## src/rtl/ctrl_pipe_stage.sv

```systemverilog
// ctrl_pipe_stage: pipeline register for a control bundle between CPU stages.
// A 2-entry skid buffer (main + skid) sits behind a valid/ready handshake, so
// in_ready depends only on registered state plus the flush/lock controls, and
// no bundle is dropped under backpressure.
//
// Priority per clock edge: reset > flush > lock > normal handshake.
//
// Ports:
//   clk        clock, all state on posedge
//   rst        synchronous active-low reset
//   flush      discard all held bundles (overrides lock)
//   lock       freeze the stage, no transfers
//   in_valid   upstream bundle valid
//   in_ready   stage can accept
//   in_data    upstream bundle
//   out_valid  bundle available downstream
//   out_ready  downstream accepts
//   out_data   bundle to next stage (always the main register)
//   stall_cnt  saturating stall counter, only with CTRL_PIPE_STAGE_STATS_EN
//
// Build option: define CTRL_PIPE_STAGE_STATS_EN to add the stall_cnt port.
module ctrl_pipe_stage #(
    parameter int unsigned       WIDTH  = 32,
    parameter logic [WIDTH-1:0]  BUBBLE = {WIDTH{1'b0}},
    parameter int unsigned       STAT_W = 16
) (
    input  logic              clk,
    input  logic              rst,
    input  logic              flush,
    input  logic              lock,
    input  logic              in_valid,
    output logic              in_ready,
    input  logic [WIDTH-1:0]  in_data,
    output logic              out_valid,
    input  logic              out_ready,
    output logic [WIDTH-1:0]  out_data
`ifdef CTRL_PIPE_STAGE_STATS_EN
    ,
    output logic [STAT_W-1:0] stall_cnt
`endif
);

    typedef enum logic [1:0] {StEmpty, StOne, StTwo} state_t;

    state_t           state_q, state_d;
    logic [WIDTH-1:0] main_q, main_d;
    logic [WIDTH-1:0] skid_q, skid_d;
    logic             in_fire, out_fire;

    // Handshakes are masked by flush/lock so no transfer happens on those edges.
    assign in_ready  = (state_q != StTwo) && !lock && !flush;
    assign out_valid = (state_q != StEmpty) && !lock && !flush;
    assign out_data  = main_q;
    assign in_fire   = in_valid && in_ready;
    assign out_fire  = out_valid && out_ready;

    always_ff @(posedge clk) begin
        if (!rst) begin
            state_q <= StEmpty;
            main_q  <= BUBBLE;
            skid_q  <= BUBBLE;
        end else begin
            state_q <= state_d;
            main_q  <= main_d;
            skid_q  <= skid_d;
        end
    end

    always_comb begin
        state_d = state_q;
        main_d  = main_q;
        skid_d  = skid_q;
        if (flush) begin
            state_d = StEmpty;
            main_d  = BUBBLE;
            skid_d  = BUBBLE;
        end else if (!lock) begin
            unique case (state_q)
                StEmpty: begin
                    if (in_fire) begin
                        state_d = StOne;
                        main_d  = in_data;
                    end
                end
                StOne: begin
                    if (in_fire && out_fire) begin
                        main_d = in_data;
                    end else if (in_fire) begin
                        // Downstream stalled: park the new bundle behind main.
                        state_d = StTwo;
                        skid_d  = in_data;
                    end else if (out_fire) begin
                        state_d = StEmpty;
                        main_d  = BUBBLE;
                    end
                end
                StTwo: begin
                    if (out_fire) begin
                        state_d = StOne;
                        main_d  = skid_q;
                        skid_d  = BUBBLE;
                    end
                end
                default: begin
                    state_d = StEmpty;
                    main_d  = BUBBLE;
                    skid_d  = BUBBLE;
                end
            endcase
        end
    end

`ifdef CTRL_PIPE_STAGE_STATS_EN
    logic [STAT_W-1:0] stall_q;
    logic              stall_inc;

    // Counts cycles a held bundle cannot leave; flush does not clear it.
    assign stall_inc = (state_q != StEmpty) && (lock || !out_ready) && !flush;
    assign stall_cnt = stall_q;

    always_ff @(posedge clk) begin
        if (!rst) begin
            stall_q <= '0;
        end else if (stall_inc && (stall_q != {STAT_W{1'b1}})) begin
            stall_q <= stall_q + STAT_W'(1);
        end
    end
`else
    logic [STAT_W-1:0] unused_stat_w;
    assign unused_stat_w = '0;
`endif

endmodule

```

## config.mk

```make
export PLATFORM = sky130hd
export DESIGN_NAME = ctrl_pipe_stage
export DESIGN_NICKNAME = d
export VERILOG_FILES = /design/src/rtl/ctrl_pipe_stage.sv
export SDC_FILE = /design/constraint.sdc
export NUM_CORES = 1
export LEC_CHECK = 0
export ABC_AREA = 1
export CAP_MARGIN = 20
export CORE_AREA = 5 5 81 90
export DETAILED_ROUTE_END_ITERATION = 12
export DIE_AREA = 0 0 86 95
export PLACE_DENSITY_LB_ADDON = 0.25
export SLEW_MARGIN = 20
export SYNTH_ARGS = -nofsm -noshare
export SYNTH_HDL_FRONTEND = slang
export SYNTH_SLANG_ARGS = --single-unit
```

## constraint.sdc

```tcl
create_clock -name clk -period 2.2 [get_ports clk]
set_input_delay 0.44 -clock clk [delete_from_list [all_inputs] [get_ports clk]]
set_output_delay 0.44 -clock clk [all_outputs]
set_load 0.02 [all_outputs]
```

==> out/metrics.yaml <==
swShare_pct: 24.2
fillers: 571
syn_inst: 537
die_area_um2: 8170
rsz0062_at_grt: "no"
first_iter_violations: 179
grtUsageTotal_pct: 22.3
ys_ff_latch: 66
cts_tree: "done"
drive_gt1_share_pct: 8.47
period_share_pct: 93.5
htree_levels: 3
clkPwrFrac_pct: 40.3
via_per_inst: 5.10
final_nets: 649
synth-seq-area-share_pct: 39.6
die_x_um: 86
firstDrtPassIters: 6
grt_max_degree: 53
clock-root-buffer: "clkbuf_8"
grt_util_met2_pct: 39.3
routabilityCongestion: 0.920
syn2layout_area_growth_pct: 30.4
cap_violations: 0
finalClockSkew_ns: 0.00542
start_util_pct: 52.1
finalHoldViolCount: 0
drc: 0
wl_per_cell_um: 12.9
grt_pass1_wl_um: 14600
grt_pass1_vias: 3391
clock-sinks: 66
vias: 3547
synth_area_um2: 3330
crit_fanout: 26
diodes: 0
hold_buffers: 0
antenna_found_initial: 0
combPwrFrac_pct: 11.5
cts_buffer_depth: 2
slew_headroom_pct: 55.5
io_buffers: 71
tightest_slew_ns: 0.667
postPlaceCellArea_um2: 4150
p_per_area_nw_per_um2: 578
internal_power_uw: 1900
cp.required_ns: 2.44
ant_nets: 0
crit_arrival_ns: 2.30
grtUsageMet3_pct: 5.67
final_area_um2: 4350
peakVddDrop_mv: 0.376
p_total_uw: 2510
setup_violations: 0
numCtsBuffers: 9
p_leak_uw: 0.00171
hold_ws_ns: 0.464
hp-class: "register to register"
switchingPower_uw: 609
boundaryPins: 72
critPathLaunchType: "input port"
yosys_warnings: 0
grt-busiest-layer: "met2"
die_h_um: 95
slew_viol_final: 0
clk_latency_ns: 0.34
hpwl_um: 5900
finalWirelength_um: 8990
period_minus_slack_ns: 2.06
fmaxAchievable_ghz: 0.486
core_area_um2: 6400
p_seq_share_pct: 48.1
cts.clk_slew.worst_paths_ns: 0.07
grt_util_met1_pct: 25.4
avgSynthCellArea_um2: 6.21
grt-ovfl-total: 0
crit_path_end_kind: "register"
critPathKind: "input port to register"
row_count: 31
yosysUniqueCellTypes: 20
syn_nets: 575
status: "finished, final reports clean"
## final cells by class
cell class / count / area, um2 / share of cell area [%]
repair buffers: 90 / 863 / 19.9
clock inverters: 3 / 40.0 / 0.921
inverters: 22 / 82.6 / 1.90
flip-flops and latches: 66 / 1320 / 30.4
well taps: 82 / 103 / 2.36
clock buffers: 11 / 151 / 3.48
multi-input cells: 422 / 1790 / 41.1
## synth_stat cells, drive strengths merged
library cell	count	area share [%]
nand2	236	27
nor2	108	13
dfxtp	66	40
a21oi	33	5.0
o21ai	27	4.1
inv	22	2.5
buf	16	3.4
clkbuf	12	1.4
nand3	11	2.4
o21bai	6	1.4
## metrics by stage
stage	setup slack, ns	TNS, ns	utilization, %	cells
after floorplan	0.651	0	-	537
after global placement	-0.104	-2.63	64.8	681
after detailed placement	-0.203	-6.11	64.8	681
after CTS	0.150	0	67.8	695
after global routing	0.00551	0	67.9	696
final	0.144	0	67.9	696
## kinds of logic after synthesis
logic type	after synthesis	share of synthesized area [%]
buffers and inverters	50	7.24
AND/OR/NAND/NOR	355	42.8
flip-flops	66	39.6
AO/OA/AOI/OAI	66	10.4
## registers in the layout, indices dropped and copies added (netlist names)
signal and cells:
out_data 32, skid_q 32, state_q 2
## layer usage
| layer | share of wire (%) | wire length, um |
|---|---|---|
| met5 | 0 | 0 |
| met4 | 1.5 | 137 |
| met3 | 7.6 | 687 |
| met2 | 50 | 4520 |
| met1 | 40 | 3640 |
## layout by cell type, fill, tap and decap left out, types with 4 or more instances in the layout
cell,count
nand2_1,232
nand3_1,9
a21oi_1,33
clkbuf_8,11
o21bai_1,6
inv_1,18
inv_2,4
nor2_2,5
clkdlybuf4s50_1,69
o21ai_0,25
dfxtp_1,66
buf_4,18
nor2_1,100
## critical path, stage by stage
cell and delay (ns):
clkdlybuf4s50_1 0.52, nor2_4 0.07, nand2_1 0.08, buf_4 0.11, nor2_2 0.03, nand3_1 0.08
nand2_2 0.16, nor2_4 0.57, nand2_1 0.10, nand2_1 0.08, nor2_1 0.04
## repair_timing
| action | CTS | global route |
|---|---|---|
| resized for setup | 2 | 0 |
| pin swaps | 0 | 2 |
| endpoints found under the hold margin | 0 | 0 |
| gates cloned | 0 | 1 |
| setup buffers | 0 | 0 |
| endpoints found under the setup margin | 2 | 7 |
## final timing paths
check	start	end	slack [ns]	depth (start not counted)
max	lock	skid_q[14]$_SDFFE_PP0P_	0.14	11
min	out_data[16]$_SDFFE_PP0P_	out_data[16]$_SDFFE_PP0P_	0.46	2
max reg2reg	state_q[0]$_SDFFE_PP0P_	skid_q[14]$_SDFFE_PP0P_	0.27	11
min reg2reg	out_data[16]$_SDFFE_PP0P_	out_data[16]$_SDFFE_PP0P_	0.46	2
## power by group through the flow
| stage | clock (uW) | sequential, uW | combinational [uW] |
|---|---|---|---|
| CTS | 1030 | 1210 | 289 |
| finish | 1010 | 1210 | 290 |
| floorplan | 0 | 1250 | 139 |
| global placement | 0 | 1240 | 282 |
| global route | 1080 | 1210 | 319 |
| detailed placement | 0 | 1240 | 289 |
Note: power is estimated with default switching activity, not from simulation.
